[config.mk]
export PLATFORM = sky130hd
export DESIGN_NAME = prbs_ber_engine
export DESIGN_NICKNAME = d
export VERILOG_FILES = /design/src/rtl/prbs_ber_engine.sv
export SDC_FILE = /design/constraint.sdc
export NUM_CORES = 1
export LEC_CHECK = 0
export ABC_CLOCK_PERIOD_IN_PS = 3200
export BUFFER_PORTS_ARGS = -buffer_cell sky130_fd_sc_hd__buf_4
export CAP_MARGIN = 25
export CORE_MARGIN = 2
export CORE_UTILIZATION = 50
export CTS_CLUSTER_SIZE = 30
export DETAILED_ROUTE_END_ITERATION = 10
export GPL_TIMING_DRIVEN = 0
export PLACE_DENSITY = 0.85
export SYNTH_ARGS = -nofsm -noshare
export SYNTH_HDL_FRONTEND = slang
export SYNTH_SLANG_ARGS = --single-unit
export TNS_END_PERCENT = 100
[constraint.sdc]
create_clock -name clock -period 3.2 [get_ports clock]
set_input_delay 0.32 -clock clock [delete_from_list [all_inputs] [get_ports clock]]
set_output_delay 0.32 -clock clock [all_outputs]
set_load 0.01 [all_outputs]
[src/rtl/prbs_ber_engine.sv]
// PRBS bit-error-rate engine: Fibonacci LFSR generator, self-synchronising checker with
// lock/loss-of-lock FSM, saturating counters and a measurement window. Define ERR_INJECT_EN for error injection.
module prbs_ber_engine #(
   parameter int PRBS_W   = 7,
   parameter int CNT_W    = 32,
   parameter int ERR_W    = 16,
   parameter int LOCK_CNT = 16,
   parameter int LOSS_CNT = 8
) (
   input  logic              clock,
   input  logic              rst_n,
   input  logic              start,
   input  logic              stop,
   input  logic [PRBS_W-1:0] poly,
   input  logic [PRBS_W-1:0] seed,
   input  logic              tx_en,
   output logic              tx_bit,
   input  logic              rx_bit,
   input  logic              rx_valid,
   input  logic [CNT_W-1:0]  window_len,
   output logic              locked,
   output logic              lock_lost,
   output logic              done,
   output logic [CNT_W-1:0]  bit_count,
   output logic [ERR_W-1:0]  err_count,
   output logic [ERR_W-1:0]  err_total
`ifdef ERR_INJECT_EN
   ,
   input  logic              inject,
   output logic [ERR_W-1:0]  inj_count
`endif
);

   localparam int LOCK_W = $clog2(LOCK_CNT + 1);
   localparam int LOSS_W = $clog2(LOSS_CNT + 1);
   localparam logic [LOCK_W-1:0] LOCK_MAX = LOCK_W'(LOCK_CNT);
   localparam logic [LOSS_W-1:0] LOSS_MAX = LOSS_W'(LOSS_CNT);

   typedef enum logic [1:0] {S_IDLE, S_SYNC, S_MEASURE, S_DONE} state_t;

   state_t            state;
   logic [PRBS_W-1:0] gen;
   logic [PRBS_W-1:0] chk;
   logic [LOCK_W-1:0] match_run;
   logic [LOSS_W-1:0] loss_run;
   logic              inj_flip;

   logic              fb;
   logic              pred;
   logic              match;
   logic [CNT_W-1:0]  bit_inc;
   logic [ERR_W-1:0]  err_inc;
   logic [ERR_W-1:0]  tot_inc;
   logic [LOCK_W-1:0] match_run_inc;
   logic [LOSS_W-1:0] loss_run_inc;
   logic              window_hit;

   // NOTE: every always_comb output gets a value on every path, so no latches are inferred.
   always_comb begin
      fb            = ^(gen & poly);
      pred          = ^(chk & poly);
      match         = (rx_bit == pred);
      bit_inc       = (bit_count == '1) ? bit_count : bit_count + CNT_W'(1);
      err_inc       = (err_count == '1) ? err_count : err_count + ERR_W'(1);
      tot_inc       = (err_total == '1) ? err_total : err_total + ERR_W'(1);
      match_run_inc = match_run + LOCK_W'(1);
      loss_run_inc  = loss_run + LOSS_W'(1);
      window_hit    = (window_len != '0) && (bit_inc == window_len);
   end

`ifdef ERR_INJECT_EN
   logic inj_armed;
   assign inj_flip = inj_armed;
`else
   assign inj_flip = 1'b0;
`endif

   // Generator: start reloads the LFSR; an all-zero seed would lock it up, so it becomes 1.
   // NOTE: sequential state uses non-blocking assignments so every register sees pre-edge values.
   always_ff @(posedge clock or negedge rst_n) begin
      if (!rst_n) begin
         gen    <= PRBS_W'(1);
         tx_bit <= 1'b0;
`ifdef ERR_INJECT_EN
         inj_armed <= 1'b0;
         inj_count <= '0;
`endif
      end else if (start) begin
         gen <= (seed == '0) ? PRBS_W'(1) : seed;
`ifdef ERR_INJECT_EN
         inj_armed <= 1'b0;
         inj_count <= '0;
`endif
      end else begin
         if (tx_en) begin
            gen    <= {gen[PRBS_W-2:0], fb};
            tx_bit <= gen[PRBS_W-1] ^ inj_flip;
         end
`ifdef ERR_INJECT_EN
         if (tx_en && inj_armed) begin
            inj_armed <= 1'b0;
            inj_count <= (inj_count == '1) ? inj_count : inj_count + ERR_W'(1);
         end else if (inject) begin
            inj_armed <= 1'b1;
         end
`endif
      end
   end

   // Checker FSM with registered status outputs.
   always_ff @(posedge clock or negedge rst_n) begin
      if (!rst_n) begin
         state     <= S_IDLE;
         chk       <= '0;
         match_run <= '0;
         loss_run  <= '0;
         bit_count <= '0;
         err_count <= '0;
         err_total <= '0;
         locked    <= 1'b0;
         lock_lost <= 1'b0;
         done      <= 1'b0;
      end else begin
         done <= 1'b0;
         if (start) begin
            state     <= S_SYNC;
            chk       <= '0;
            match_run <= '0;
            loss_run  <= '0;
            bit_count <= '0;
            err_count <= '0;
            err_total <= '0;
            locked    <= 1'b0;
            lock_lost <= 1'b0;
         end else begin
            case (state)
               S_IDLE: ;
               S_SYNC: begin
                  if (stop) begin
                     state <= S_DONE;
                     done  <= 1'b1;
                  end else if (rx_valid) begin
                     chk <= {chk[PRBS_W-2:0], rx_bit};
                     if (match && (chk != '0)) begin
                        if (match_run_inc == LOCK_MAX) begin
                           state     <= S_MEASURE;
                           locked    <= 1'b1;
                           err_count <= '0;
                           match_run <= '0;
                           loss_run  <= '0;
                        end else begin
                           match_run <= match_run_inc;
                        end
                     end else begin
                        match_run <= '0;
                     end
                  end
               end
               S_MEASURE: begin
                  if (stop) begin
                     state  <= S_DONE;
                     done   <= 1'b1;
                     locked <= 1'b0;
                  end else if (rx_valid) begin
                     chk       <= {chk[PRBS_W-2:0], pred};
                     bit_count <= bit_inc;
                     if (!match) begin
                        err_count <= err_inc;
                        err_total <= tot_inc;
                        loss_run  <= loss_run_inc;
                     end else begin
                        loss_run <= '0;
                     end
                     // Window completion takes priority over a simultaneous loss of lock.
                     if (window_hit) begin
                        state  <= S_DONE;
                        done   <= 1'b1;
                        locked <= 1'b0;
                     end else if (!match && (loss_run_inc == LOSS_MAX)) begin
                        state     <= S_SYNC;
                        locked    <= 1'b0;
                        lock_lost <= 1'b1;
                        chk       <= '0;
                        loss_run  <= '0;
                        match_run <= '0;
                     end
                  end
               end
               S_DONE: ;
               default: state <= S_IDLE;
            endcase
         end
      end
   end

endmodule

Yosys cells after proc, flatten, opt, wreduce, memory -nomap -nowiden
Index checks and enable logic that the tools add are counted.
{ "word_totals": {"elab_cells": 157, "in_bits": 53, "ff_bits": 93} }
{ "classes": {"n_eq_ne": 28, "bitwise_logic": 3, "addsub": 5, "reduce_logical": 24, "muxes": 85} }
{ "ops": {"columns": ["cell", "count"], "rows": [
  ["$mux W16", 15],
  ["$mux W32", 5],
  ["$mux W7", 10],
  ["$mux W5", 9],
  ["$mux W4", 10],
  ["$add A16 B1 Y16 const B", 2],
  ["$add A32 B1 Y32 const B", 1],
  ["$eq A16 B16 Y1 const B", 2],
  ["$eq A32 B32 Y1", 1],
  ["$eq A32 B32 Y1 const B", 1],
  ["$pmux W16 S2", 1],
  ["$reduce_bool A32 Y1", 1],
  ["$ne A3 B3 Y1 const B", 10],
  ["$reduce_and A7 Y1", 3],
  ["$mux W1", 20],
  ["$mux W2", 9],
  ["$ne A4 B4 Y1 const B", 4],
  ["$reduce_and A5 Y1", 3],
  ["$and A7 B7 Y7", 2],
  ["$pmux W7 S2", 1],
  ["$reduce_xor A7 Y1", 2],
  ["$pmux W5 S2", 1],
  ["$reduce_and A9 Y1", 1],
  ["$ne A2 B2 Y1 const B", 4],
  ["other kinds (21)", 27]
]} }

Depth between registers and ports, before layout
Gate-level depths: netlist (run 1).
{ "logic_depth": {"depth_word": 11, "mapped_depth": 13} }

Least setup slack after synthesis (run 1)
Ideal clock, no wire load.
{ "synth_timing": {"path_type": "reg-to-reg", "start": "reg bit_count[0]", "end": "reg done", "path_slack_ps": -39, "setup_ps": 96, "required_ps": 3104, "path_buffers": 2, "path_stages_with_launch": 14, "t_arrival_ps": 3143, "period_less_slack_ps": 3239, "path_cell_list": "dfrtp_1 -> ha_1 -> buf_2 -> nand4_4 -> or3_1 -> clkbuf_1 -> a211oi_1 -> o22ai_1 -> or4_1 -> nor4_2 -> nand4_1 -> or2_1 -> o21a_1 -> nor4_2"} }
{ "synth_between": {"elab_chain_cells": 9} }
{ "synth_lines": {"columns": ["element", "line_no", "text"], "rows": [
  ["start, declared", "24", "output logic [CNT_W-1:0] bit_count,"],
  ["start signal, assigned", "166", "bit_count <= bit_inc;"],
  ["$add A32 B1 Y32 / $eq A32 B32 Y1 (equally long branches)", "63", "bit_inc = (bit_count == '1) ? bit_count : bit_count + CNT_W'(1);"],
  ["$mux W32 (*)", "63", null],
  ["$eq A32 B32 Y1 (*)", "68", "window_hit = (window_len != '0) && (bit_inc == window_len);"],
  ["$logic_and A1 B1 Y1 (*)", "68", null],
  ["$mux W1 (*)", "175", "if (window_hit) begin"],
  ["$mux W1 (*)", "164", "end else if (rx_valid) begin"],
  ["$mux W1 (*)", "160", "if (stop) begin"],
  ["$pmux W1 S2 (*)", "136", "case (state)"],
  ["$mux W1 (*)", "125", "if (start) begin"],
  ["end signal, assigned", "124", "done <= 1'b0;"],
  ["end signal, assigned", "141", "done <= 1'b1;"],
  ["end signal, assigned", "162", "done <= 1'b1;"],
  ["end, declared", "23", "output logic done,"]
]} }
Every way passes the cells marked *; elsewhere a longest branch is shown, timed or not.
A chain may end at the register's enable or synchronous reset.

Worst setup path in the final report (run 1)
Same ends and word-level chain as after synthesis.

==> impl_results.rst, run 1 <==
.. list-table::
   :header-rows: 1

   * - Metric
     - Value
   * - Status
     - complete, but fails checks
   * - Violated checks
     - setup timing
   * - Post-route minimum period
     - 3.328 ns
   * - Proportion of synthesized flip-flops having asynchronous set or reset
     - 100.0%
   * - Count of pins on the block boundary
     - 121
   * - Area growth from synthesis to final layout
     - 36.14%
   * - Number of synthesized flops with an enable pin
     - 0
   * - Via count
     - roughly 7300
   * - Die Outline Area
     - 14280 um2
   * - Total global routing overflow
     - 0
   * - CTS tree
     - yes
   * - Hold-critical path depth
     - 3
   * - Top library cells by usage in the layout, fill and taps aside
     - buf_4, nand2_1, dfrtp_1
   * - Number of setup violations in the final report
     - 18
   * - Synthesized instance count
     - 810
   * - Clock root buffer master
     - clkbuf_16
   * - Worst setup margin
     - -0.1278 ns
   * - Number of buffers added by the clock tree synthesis step
     - 9
   * - Maximum count of clock buffers along a single path
     - 2
   * - Global-route wire length before repair
     - 34260 um
   * - Endpoints failing hold
     - 0
   * - Post-route clock period utilization
     - 104.0%
   * - Post-route clock skew
     - 0.007608 ns
   * - Diodes inserted
     - 0
   * - Final Wtd Congestion
     - 1.013
   * - Pre-CTS setup slack
     - -0.6557 ns
   * - Startpoint Class
     - flip-flop
   * - Predominant post-synthesis flop cell
     - dfrtp_1
   * - Core region area
     - 13140 um2
   * - Least-Margin Pin Slew
     - 0.8088 ns
   * - Clk_lat worst skew
     - 0.34 ns
   * - Worst slew margin relative to its limit
     - between 40 and 50%
   * - Peak supply drop
     - 0.2210 mV
   * - Count of unique library cells instantiated by Yosys
     - 74
   * - Layout cells sized above 1
     - between 30 and 40%
   * - Fraction of the yosys area taken by sequential cells
     - 34.92%
   * - Pre-antenna DRT Iters
     - 5
   * - Number of warning messages in the yosys log
     - 0
   * - Critical-path maximum fanout
     - 6
   * - RSZ-0062 raised after global routing
     - true
   * - Number of maximum-capacitance constraint violations
     - 0
   * - Maximum number of pins on one net before global-route repair
     - 71
   * - CTS Sinks
     - 93
   * - Routed WL
     - 22190 um
   * - Cell area after synthesis
     - 6668 um2
   * - Required arrival time at the worst endpoint
     - 3.45 ns
   * - Overall Power
     - 2.857 mW
   * - Number of DRC markers in iteration 0
     - roughly 940
   * - Number of levels in the clock H-tree
     - 3
   * - Critical setup path kind
     - flip-flop to flip-flop
   * - Width of the die
     - between 100 and 150 um
   * - CP endpoint kind
     - flip-flop
   * - Die height
     - between 100 and 150 um
   * - Post-synth net total
     - 871
   * - Register bit count reported by yosys
     - between 90 and 100
   * - Effective utilization at floorplan
     - between 50% and 60%
   * - Initial antenna violation count
     - 0
   * - Clock Pin Slew Worst Setup and Hold Paths
     - roughly 0.070 ns
   * - Vias in the first global route
     - 6821
   * - Achievable clock frequency
     - 0.3005 GHz
   * - Hold/Removal Path Class
     - primary input to flip-flop
   * - Gr usage total
     - 29.79%
   * - WP data arrival
     - 3.58 ns
   * - Nets@finish
     - between 1000 and 1500
   * - Pleak
     - 3.945 nW
   * - Routed via count divided by cell count
     - 6.248
   * - Total of buffers placed on input and output ports
     - 118
   * - Number of nets with antenna violations after detailed routing
     - 0
   * - Mean instance size in the synthesized netlist
     - roughly 8 um2
   * - Average wire length per cell after detail routing
     - 18.87 um
   * - Power per Cell Area
     - 314.7 nW/um2
   * - Cell Rows
     - 42
   * - Commonest non-fill, non-tap cell in the layout
     - buf_4
   * - HPWL after detailed placement
     - 14800 um
   * - Slew Viols, Final
     - 0
   * - Cell depth of the worst flop-to-flop path
     - 12
   * - DRC viols
     - 0
==> path summary, 6_finish.rpt <==
kind	startpoint	end	slack (ns)
max in group asynchronous	rst_n	gen[0]	2.06
worst max-delay path	bit_count[0]	done	-0.13
worst min-delay path	seed[1]	gen[1]	0.21
worst max register to register	bit_count[0]	done	-0.13
worst min register to register	loss_run[3]	loss_run[3]	0.51
min in group asynchronous	rst_n	err_count[5]	0.42
==> state kept, by name, indices dropped and copies added (netlist names) <==
name       flops
gen            7
done           1
state          2
match_run      5
tx_bit         1
err_total     16
bit_count     32
loss_run       4
chk            7
lock_lost      1
locked         1
err_count     16
==> synth_stat cells (11+ instances only) <==
master    number  area share [%]
dfrtp_1       92              35
nor4_1        21             2.0
o21ai_1       13            0.98
clkbuf_1      14            0.79
buf_2         19             1.4
xnor2_1       41             5.4
and3_1        11             1.0
nand4_1       22             2.1
o21ai_0       41             3.1
inv_1         28             1.6
or3_1         15             1.4
nand2_1      108             6.1
nor2_1        88             5.0
a21oi_1       38             2.9
nor3_1        26             2.0
mux2i_1       13             2.0
xor2_1        43             5.6
nand3_1       37             2.8
==> routing by layer <==
| layer | track usage [%] | wire (um) | up-vias |
|---|---|---|---|
| met3 | 4.550 | 2023 | 111 |
| met1 | 40.63 | 8782 | 3515 |
| met5 | 0 | 0 | - |
| li1 | - | - | 3286 |
| met2 | 47.61 | 10330 | 436 |
| met4 | 11.91 | 1051 | 0 |
==> area by class of cell <==
type / count / area [um2]
fill: 1021 / 4060
sequential: 93 / 2338
multi-input combinational: 650 / 4447
buffer: 36 / 244.0
clock inverter: 6 / 93.84
timing repair buffer: 177 / 1400
tap: 176 / 220.2
inverter: 28 / 105.1
clock buffer: 10 / 229.0
==> repair_timing <==
| item | in CTS | in global routing |
|---|---|---|
| pin swaps | 24 | 29 |
| resized for setup | 66 | 60 |
| hold buffers | 1 | 0 |
| hold endpoints to repair | 23 | 0 |
| buffers inserted | 35 | 22 |
| setup endpoints to repair | 20 | 48 |
| cloned | 0 | 1 |
==> through the flow <==
| stage | instance area [um2] | util (%) | std cells | setup TNS [ns] | hold slack, ns |
|---|---|---|---|---|---|
| 2_1_floorplan | 6670 | - | 810 | 0 | 0.02441 |
| 3_3_place_gp | 7776 | 59.19 | 1104 | -11.11 | 0.4809 |
| 3_5_place_dp | 7804 | 59.40 | 1105 | -10.69 | 0.2458 |
| 4_1_cts | 8711 | 66.30 | 1155 | -0.05709 | 0.1948 |
| 5_1_grt | 9077 | 69.10 | 1176 | -2.683 | 0.2067 |
| 6_report | 9077 | 69.10 | 1176 | -1.050 | 0.2063 |
==> report_power, final <==
part	switching, mW	internal [mW]	total [mW]
clock	0.491	0.696	1.19
combinational	0.260	0.175	0.435
sequential	0.0287	1.21	1.23
total	0.780	2.08	2.86
==> cell families after synthesis <==
group / count (synthesis) / synth area share [%]
simple gates: 376 / 29.12
compound gates: 164 / 15.88
flops: 93 / 34.92
xor+xnor: 86 / 11.71
buf+inv: 67 / 4.410
mux: 16 / 2.458
fa+ha+maj: 8 / 1.501
==> worst max-delay path, cell delays in order, from the launching register on <==
cell,delay (ns)
dfrtp_2,0.41
buf_6,0.12
nand4_1,0.14
buf_6,0.18
nor3_1,0.48
and3_1,0.36
nand3_1,0.13
xnor2_1,0.26
o221a_2,0.29
o2111ai_4,0.19
or2_1,0.30
o21a_1,0.18
nor4_2,0.19
Note: power is estimated with default switching activity, not from simulation.
==> run 2, diff against run 1 <==
- SKIP_LAST_GASP: default -> 1
==> impl_results.rst, run 2 (synthesis gave the netlist of run 1 again) <==
.. list-table::
   :header-rows: 1

   * - Metric
     - Value
   * - Number of DRC markers in iteration 0
     - 941 (-0.21%)
   * - Routed via count divided by cell count
     - 6.244 (about the same)
   * - Power dissipated by switching net loads
     - 778.6 uW (-0.15%)
   * - Required arrival time at the worst endpoint
     - 3.45 ns (about the same)
   * - Least-Margin Pin Slew
     - 0.8091 ns (+0.0003068 ns)
   * - Die height
     - 119.5 um (unchanged)
   * - Number of flip-flops in the largest register
     - 32 (unchanged)
   * - Achievable clock frequency
     - 0.3007 GHz (about the same)
   * - Total global routing overflow
     - 0 (unchanged)
   * - Final Wtd Congestion
     - 1.013 (unchanged)
   * - CTS Sinks
     - 93 (unchanged)
   * - WP data arrival
     - 3.58 ns (about the same)
   * - Critical setup path kind
     - flip-flop to flip-flop
   * - HPWL after detailed placement
     - 14800 um (unchanged)
   * - Endpoints failing hold
     - 0 (unchanged)
   * - Clock root buffer master
     - clkbuf_16
   * - Vias in the first global route
     - 6821 (unchanged)
   * - Final core utilization
     - 69.10% (unchanged)
   * - Comb power frac
     - 15.3% (about the same)
   * - Slew Viols, Final
     - 0 (unchanged)
   * - Status
     - complete, but fails checks
   * - Nets@finish
     - 1056 (unchanged)
   * - Effective utilization at floorplan
     - 50.75% (unchanged)
   * - Placed cell area
     - 7804 um2 (unchanged)
   * - Clock Pin Slew Worst Setup and Hold Paths
     - 0.07 ns (about the same)
   * - Die Outline Area
     - 14280 um2 (unchanged)
   * - Number of maximum-capacitance constraint violations
     - 0 (unchanged)
   * - Number of nets with antenna violations after detailed routing
     - 0 (unchanged)
   * - Total of buffers placed on input and output ports
     - 118 (unchanged)
   * - Source of the critical timing path
     - bit_count[0]
   * - Initial antenna violation count
     - 0 (unchanged)
   * - Number of levels in the clock H-tree
     - 3 (unchanged)
   * - Library cell contributing the largest single delay on the critical path
     - nor3_1
   * - Startpoint Class
     - flip-flop
   * - Power per Cell Area
     - 314.6 nW/um2 (about the same)
   * - Biggest regs
     - bit_count: 32 flops, err_count: 16 flops, err_total: 16 flops
   * - Routed WL
     - 22190 um (about the same)
   * - DRC viols
     - 0 (unchanged)
   * - CP Buf/Inv Count
     - 2 (unchanged)
   * - Pleak
     - 3.947 nW (about the same)
   * - Cell Rows
     - 42 (unchanged)
   * - CP endpoint kind
     - flip-flop
   * - Pre-antenna DRT Iters
     - 6 (+1)
   * - Most flops, register
     - bit_count
   * - Startpoint of the lowest-slack register-to-register path
     - bit_count[0]
   * - Maximum count of clock buffers along a single path
     - 2 (unchanged)
   * - Commonest non-fill, non-tap cell in the layout
     - buf_4
   * - Worst slew margin relative to its limit
     - 45.86% (about the same)
   * - Width of the die
     - 119.5 um (unchanged)
   * - Average wire length per cell after detail routing
     - 18.87 um (about the same)
   * - Cell breakdown of the critical path
     - buf_6 -> nand4_1 -> buf_6 -> nor3_1 -> and3_1 -> nand3_1 -> xnor2_1 -> o221a_2 -> o2111ai_4 -> or2_1 -> o21a_1 -> nor4_2
   * - Count of pins on the block boundary
     - 121 (unchanged)
   * - Overall Power
     - 2.856 mW (about the same)
   * - Number of setup violations in the final report
     - 18 (unchanged)
   * - Final standard cell area without fillers
     - 9077 um2 (unchanged)
   * - RSZ-0062 raised after global routing
     - true
   * - Crit-path most repeated cell
     - buf_6
   * - Number of buffers added by the clock tree synthesis step
     - 9 (unchanged)
   * - Clk_lat worst skew
     - 0.34 ns (about the same)
   * - Switching portion of total power
     - 27.26% (-0.030 points)
   * - CTS tree
     - yes
   * - Cell family with the largest share of critical-path delay
     - simple AND/OR/NAND/NOR gates
   * - Critical-path maximum fanout
     - 6 (unchanged)
   * - Top library cells by usage in the layout, fill and taps aside
     - buf_4, nand2_1, dfrtp_1
   * - Post-route clock skew
     - 0.007755 ns (+0.0001475 ns)
   * - Worst setup margin
     - -0.1257 ns (+0.002169 ns)
   * - Via count
     - 7343 (-0.068%)
   * - Maximum number of pins on one net before global-route repair
     - 71 (unchanged)
   * - Gr usage total
     - 29.79% (unchanged)
   * - Layout cells sized above 1
     - 30.30% (unchanged)
   * - Post-route clock period utilization
     - 103.9% (about the same)
   * - Fraction of power consumed by the clock network
     - 41.5% (about the same)
   * - Core region area
     - 13140 um2 (unchanged)
   * - Peak supply drop
     - 0.2186 mV (-1.1%)
   * - Post-route minimum period
     - 3.326 ns (-0.002169 ns)
   * - Hold path startpoint
     - seed[1]
   * - Area growth from synthesis to final layout
     - 36.14% (unchanged)
   * - Hold/Removal Path Class
     - primary input to flip-flop
   * - Maximum cell stage delay along the critical path
     - 0.48 ns (about the same)
   * - Diodes inserted
     - 0 (unchanged)
   * - Share of total power in sequential cells
     - 43.2% (about the same)
   * - Violated checks
     - setup timing
   * - Internal Dissipation
     - 2.077 mW (about the same)
   * - Global-route wire length before repair
     - 34260 um (unchanged)
[run 2: changes by cell type in the layout (fill, tap and decap cells not counted)]
| cell | previous run | this run |
|---|---|---|
| buf_2 | 5 | 4 |
| clkbuf_2 | 2 | 3 |
[run 2: path summary, 6_finish.rpt]
path / slack, ns / cells after the start / endpoint
min: 0.21 / 3 / gen[1]
max: -0.13 / 12 / done
min in group asynchronous: 0.42 / 2 / err_count[5]
max in group asynchronous: 2.06 / 3 / gen[0]
max reg2reg: -0.13 / 12 / done
min reg2reg: 0.51 / 2 / loss_run[3]
[run 2: area by class of cell]
cell class | instances | area (um2)
clock buffer | 10 | 229.0
sequential | 93 | 2338
clock inverter | 6 | 93.84
tap | 176 | 220.2
timing repair buffer | 177 | 1400
fill | 1021 | 4060
inverter | 28 | 105.1
buffer | 36 | 244.0
multi-input combinational | 650 | 4447
[run 2: power by group through the flow]
stage | Combinational [mW] | Sequential (mW) | Clock [mW]
after floorplan | 0.229 | 1.25 | 0
after global routing | 0.476 | 1.24 | 1.25
after global placement | 0.385 | 1.26 | 0
after detailed placement | 0.395 | 1.26 | 0
final | 0.436 | 1.23 | 1.19
after CTS | 0.403 | 1.23 | 1.20
[run 2: timing repair]
item	in CTS	in global routing
endpoints found under the setup margin	20	48
hold buffers	1	0
resized for setup	66	59
pin swaps	24	29
cloned	0	1
buffers inserted	35	22
endpoints found under the hold margin	23	0
[run 2: metrics by stage]
step	hold slack, ns	instances	setup TNS [ns]	worst slack (ns)
6_report	0.2083	1176	-0.9809	-0.1257
5_1_grt	0.2067	1176	-2.685	-0.1893
4_1_cts	0.1948	1155	-0.05709	-0.03940
3_5_place_dp	0.2458	1105	-10.69	-0.6557
3_3_place_gp	0.4809	1104	-11.11	-0.6712
2_1_floorplan	0.02441	810	0	0.03414
[run 2: metal layers]
layer / global-route usage (%) / vias to the layer above / part of all wire (%)
met4: 11.91 / 0 / 4.8
met3: 4.550 / 112 / 9.3
met1: 40.63 / 3510 / 39
met2: 47.61 / 436 / 47
li1: - / 3285 / -
met5: 0 / - / 0
[run 2: tightest hold or removal path, delay by kind of cell]
kind	cells	cell delay (ns)
AO/OA/AOI/OAI	1	0.06
buffers and inverters	1	0.09
AND/OR/NAND/NOR	1	0.04
==> run 3, diff against run 2 <==
- ABC_CLOCK_PERIOD_IN_PS: 3200 -> 2800
- clock period: 3.2 -> 2.8 ns (I/O delays scaled with it)
==> impl_results.rst, run 3 (synthesis gave the netlist of run 1 again) <==
.. list-table::
   :header-rows: 1

   * - Metric
     - Value
   * - Via count
     - 7226 (-1.6%)
   * - Busiest layer in global routing
     - met2
   * - Number of levels in the clock H-tree
     - 3 (unchanged)
   * - Power per Cell Area
     - 348.4 nW/um2 (+11%)
   * - Endpoint of the lowest-slack register-to-register path
     - chk[0]
   * - Diodes inserted
     - 0 (unchanged)
   * - Number of stages on the worst setup path
     - 15 (+3)
   * - Crit-path most repeated cell
     - buf_6
   * - Biggest regs
     - bit_count: 32 flops, err_count: 16 flops, err_total: 16 flops
   * - Critical-path maximum fanout
     - 5 (-1)
   * - Worst setup margin
     - -0.6006 ns (-0.4749 ns)
   * - CP endpoint kind
     - flip-flop
   * - WP data arrival
     - 3.68 ns (+0.10 ns)
   * - Worst slew margin relative to its limit
     - 46.58% (+0.72 points)
   * - Pleak
     - 3.845 nW (-2.6%)
   * - Power dissipated by switching net loads
     - 893.2 uW (+15%)
   * - Share of total power in sequential cells
     - 45.1% (+1.9 points)
   * - Comb power frac
     - 17.1% (+1.8 points)
   * - Hold/Removal Path Class
     - primary input to flip-flop
   * - Number of nets with antenna violations after detailed routing
     - 0 (unchanged)
   * - Setup TNS after final layout
     - -10.37 ns (-9.391 ns)
   * - Achievable clock frequency
     - 0.2941 GHz (-2.2%)
   * - Library cell contributing the largest single delay on the critical path
     - dfrtp_1
   * - Switching portion of total power
     - 28.58% (+1.3 points)
   * - Critical setup path kind
     - flip-flop to flip-flop
   * - Vias in the first global route
     - 6784 (-0.54%)
   * - Status
     - complete, but fails checks
   * - Count of pins on the block boundary
     - 121 (unchanged)
   * - Maximum cell stage delay along the critical path
     - 0.39 ns (-0.09 ns)
   * - CTS Sinks
     - 93 (unchanged)
   * - Post-route clock period utilization
     - 121.4% (+18 points)
   * - Number of buffers added by the clock tree synthesis step
     - 9 (unchanged)
   * - Total of buffers placed on input and output ports
     - 118 (unchanged)
   * - Clock Pin Slew Worst Setup and Hold Paths
     - 0.07 ns (about the same)
   * - DRC viols
     - 0 (unchanged)
   * - Width of the die
     - 119.5 um (unchanged)
   * - Cell depth of the worst flop-to-flop path
     - 15 (+3)
   * - Cell breakdown of the critical path
     - buf_6 -> nand4_1 -> buf_6 -> nor3_4 -> buf_4 -> o32ai_2 -> nor4_2 -> o2111ai_2 -> nor4_4 -> nand4_1 -> buf_4 -> o21ai_4 -> buf_6 -> a32oi_1 -> a21oi_1
   * - CP Buf/Inv Count
     - 5 (+3)
   * - Top library cells by usage in the layout, fill and taps aside
     - buf_4, nand2_1, dfrtp_1
   * - Maximum count of clock buffers along a single path
     - 2 (unchanged)
   * - Startpoint of the lowest-slack register-to-register path
     - bit_count[2]
   * - Endpoint of the worst setup timing path
     - chk[0]
   * - Number of flip-flops in the largest register
     - 32 (unchanged)
   * - Number of DRC markers in iteration 0
     - 839 (-11%)
   * - Commonest non-fill, non-tap cell in the layout
     - buf_4
   * - Final Wtd Congestion
     - 1.014 (about the same)
   * - Routed via count divided by cell count
     - 6.192 (-0.83%)
   * - Pre-antenna DRT Iters
     - 5 (-1)
   * - CTS tree
     - yes
   * - Total global routing overflow
     - 0 (unchanged)
   * - Source of the critical timing path
     - bit_count[2]
   * - Non-filler cells in the finished layout
     - 1167 (-0.77%)
   * - Endpoints failing hold
     - 0 (unchanged)
   * - Met3 track demand over resource
     - 6.849% (+2.3 points)
   * - HPWL after detailed placement
     - 15730 um (+6.3%)
   * - Least-Margin Pin Slew
     - 0.7984 ns (-0.01075 ns)
   * - Area used by sequential logic in the layout
     - 2337 um2 (about the same)
   * - Multi-input combinational cell area
     - 4471 um2 (+0.53%)
   * - Effective utilization at floorplan
     - 50.75% (unchanged)
   * - Core region area
     - 13140 um2 (unchanged)
   * - Gr usage total
     - 30.60% (+0.81 points)
   * - Internal Dissipation
     - 2.232 mW (+7.4%)
   * - Fraction of met1 tracks used by global routing
     - 42.16% (+1.5 points)
   * - Slew Viols, Final
     - 0 (unchanged)
   * - Cell Rows
     - 42 (unchanged)
   * - Number of maximum-capacitance constraint violations
     - 0 (unchanged)
   * - Clk_lat worst skew
     - 0.35 ns (about the same)
   * - Layout cells sized above 1
     - 29.36% (-0.94 points)
   * - Cell family with the largest share of critical-path delay
     - simple AND/OR/NAND/NOR gates
   * - Most flops, register
     - bit_count
   * - GR Layer Usage met2
     - 47.61% (unchanged)
   * - Average wire length per cell after detail routing
     - 19.35 um (+2.6%)
   * - Maximum number of pins on one net before global-route repair
     - 53 (-25%)
   * - Number of setup violations in the final report
     - 19 (+1)
   * - Area growth from synthesis to final layout
     - 34.53%
   * - # fillers
     - 1071 (+4.9%)
   * - Required arrival time at the worst endpoint
     - 3.08 ns (-0.37 ns)
   * - Nets@finish
     - 1047 (-0.85%)
   * - Slack of the worst reg-to-reg path
     - -0.60 ns (-0.47 ns)
   * - Initial antenna violation count
     - 0 (unchanged)
   * - Peak supply drop
     - 0.3410 mV (+56%)
   * - RSZ-0062 raised after global routing
     - true
   * - Startpoint Class
     - flip-flop
   * - Cell Count Post-Placement
     - 1105 (unchanged)
   * - Die Outline Area
     - 14280 um2 (unchanged)
   * - Post-route minimum period
     - 3.401 ns (+0.07489 ns)
   * - Global-route wire length before repair
     - 34870 um (+1.8%)
   * - Routed WL
     - 22590 um (+1.8%)
   * - Die height
     - 119.5 um (unchanged)
   * - Violated checks
     - setup timing
   * - Final core utilization
     - 68.28% (-0.82 points)
   * - Fraction of power consumed by the clock network
     - 37.8% (-3.7 points)
   * - Post-route clock skew
     - 0.01133 ns (+0.003573 ns)
   * - Clock root buffer master
     - clkbuf_16
[run 3: changes by cell type in the layout (fill, tap and decap cells not counted), moves of 2 or more]
cell,before,now
or3_4,3,1
nor2_2,5,3
bufinv_16,2,0
nor3_2,3,5
or3_1,12,14
and4_1,5,7
nor2_4,1,4
buf_4,174,165
buf_12,2,0
buf_2,4,6
a211oi_1,5,3
nor4_2,5,3
clkbuf_8,0,2
nor4_1,16,18
[run 3: how the worst min path moves through the flow]
stage,startpoint,to,slack (ns),cells past startpoint
finish,seed[6],gen[6],0.15,3
global route,seed[3],gen[3],0.17,3
CTS,seed[6],gen[6],0.14,3
floorplan,rst_n,bit_count[0],-0.02,0
global placement,loss_run[3],loss_run[3],0.48,2
detailed placement,rst_n,bit_count[20],0.33,1
[run 3: layout make-up]
cell class | instances | share of cell area (%)
Sequential cell | 93 | 26.06
Timing Repair Buffer | 167 | 14.44
Clock buffer | 11 | 2.706
Inverter | 28 | 1.172
Clock inverter | 5 | 0.3906
Tap cell | 176 | 2.455
Multi-Input combinational cell | 650 | 49.84
Buffer | 37 | 2.943
[run 3: power by group through the flow]
stage,registers (mW),clock network (mW),logic (mW)
6_report,1.41,1.18,0.535
5_1_grt,1.41,1.25,0.581
4_1_cts,1.41,1.19,0.476
3_5_place_dp,1.44,0,0.456
3_3_place_gp,1.44,0,0.447
2_1_floorplan,1.43,0,0.263
[run 3: worst reg2reg max path: cells and delay by family (launching register included)]
family / cells / cell delay [ns]
DFF: 1 / 0.39
AOI/OAI and AO/OA: 5 / 0.69
and+or+nand+nor: 5 / 1.35
buffers and inverters: 5 / 0.88
[run 3: per-layer routing]
metal / share of wire (%) / vias up / wire (um)
met4: 3.2 / 0 / 715
met3: 9.0 / 67 / 2032
met2: 46 / 404 / 10480
li1: - / 3282 / -
met5: 0 / - / 0
met1: 41 / 3473 / 9362
[run 3: per-stage QoR]
stage / area, um2 / setup slack [ns] / total power [mW] / hold WS, ns
6_report: 8970 / -0.6006 / 3.125 / 0.1474
5_1_grt: 8970 / -0.6877 / 3.245 / 0.1670
4_1_cts: 8655 / -0.5320 / 3.078 / 0.1436
3_5_place_dp: 7925 / -0.9693 / 1.892 / 0.3310
3_3_place_gp: 7898 / -1.129 / 1.882 / 0.4814
2_1_floorplan: 6792 / -0.1712 / 1.693 / -0.01559
[run 3: timing repair]
| item | in CTS | in global routing |
|---|---|---|
| hold buffers | 1 | 0 |
| setup endpoints to repair | 55 | 50 |
| endpoints found under the hold margin | 41 | 0 |
| pin swaps | 25 | 17 |
| gates cloned | 1 | 0 |
| resized for setup | 44 | 49 |
| buffers inserted | 35 | 12 |
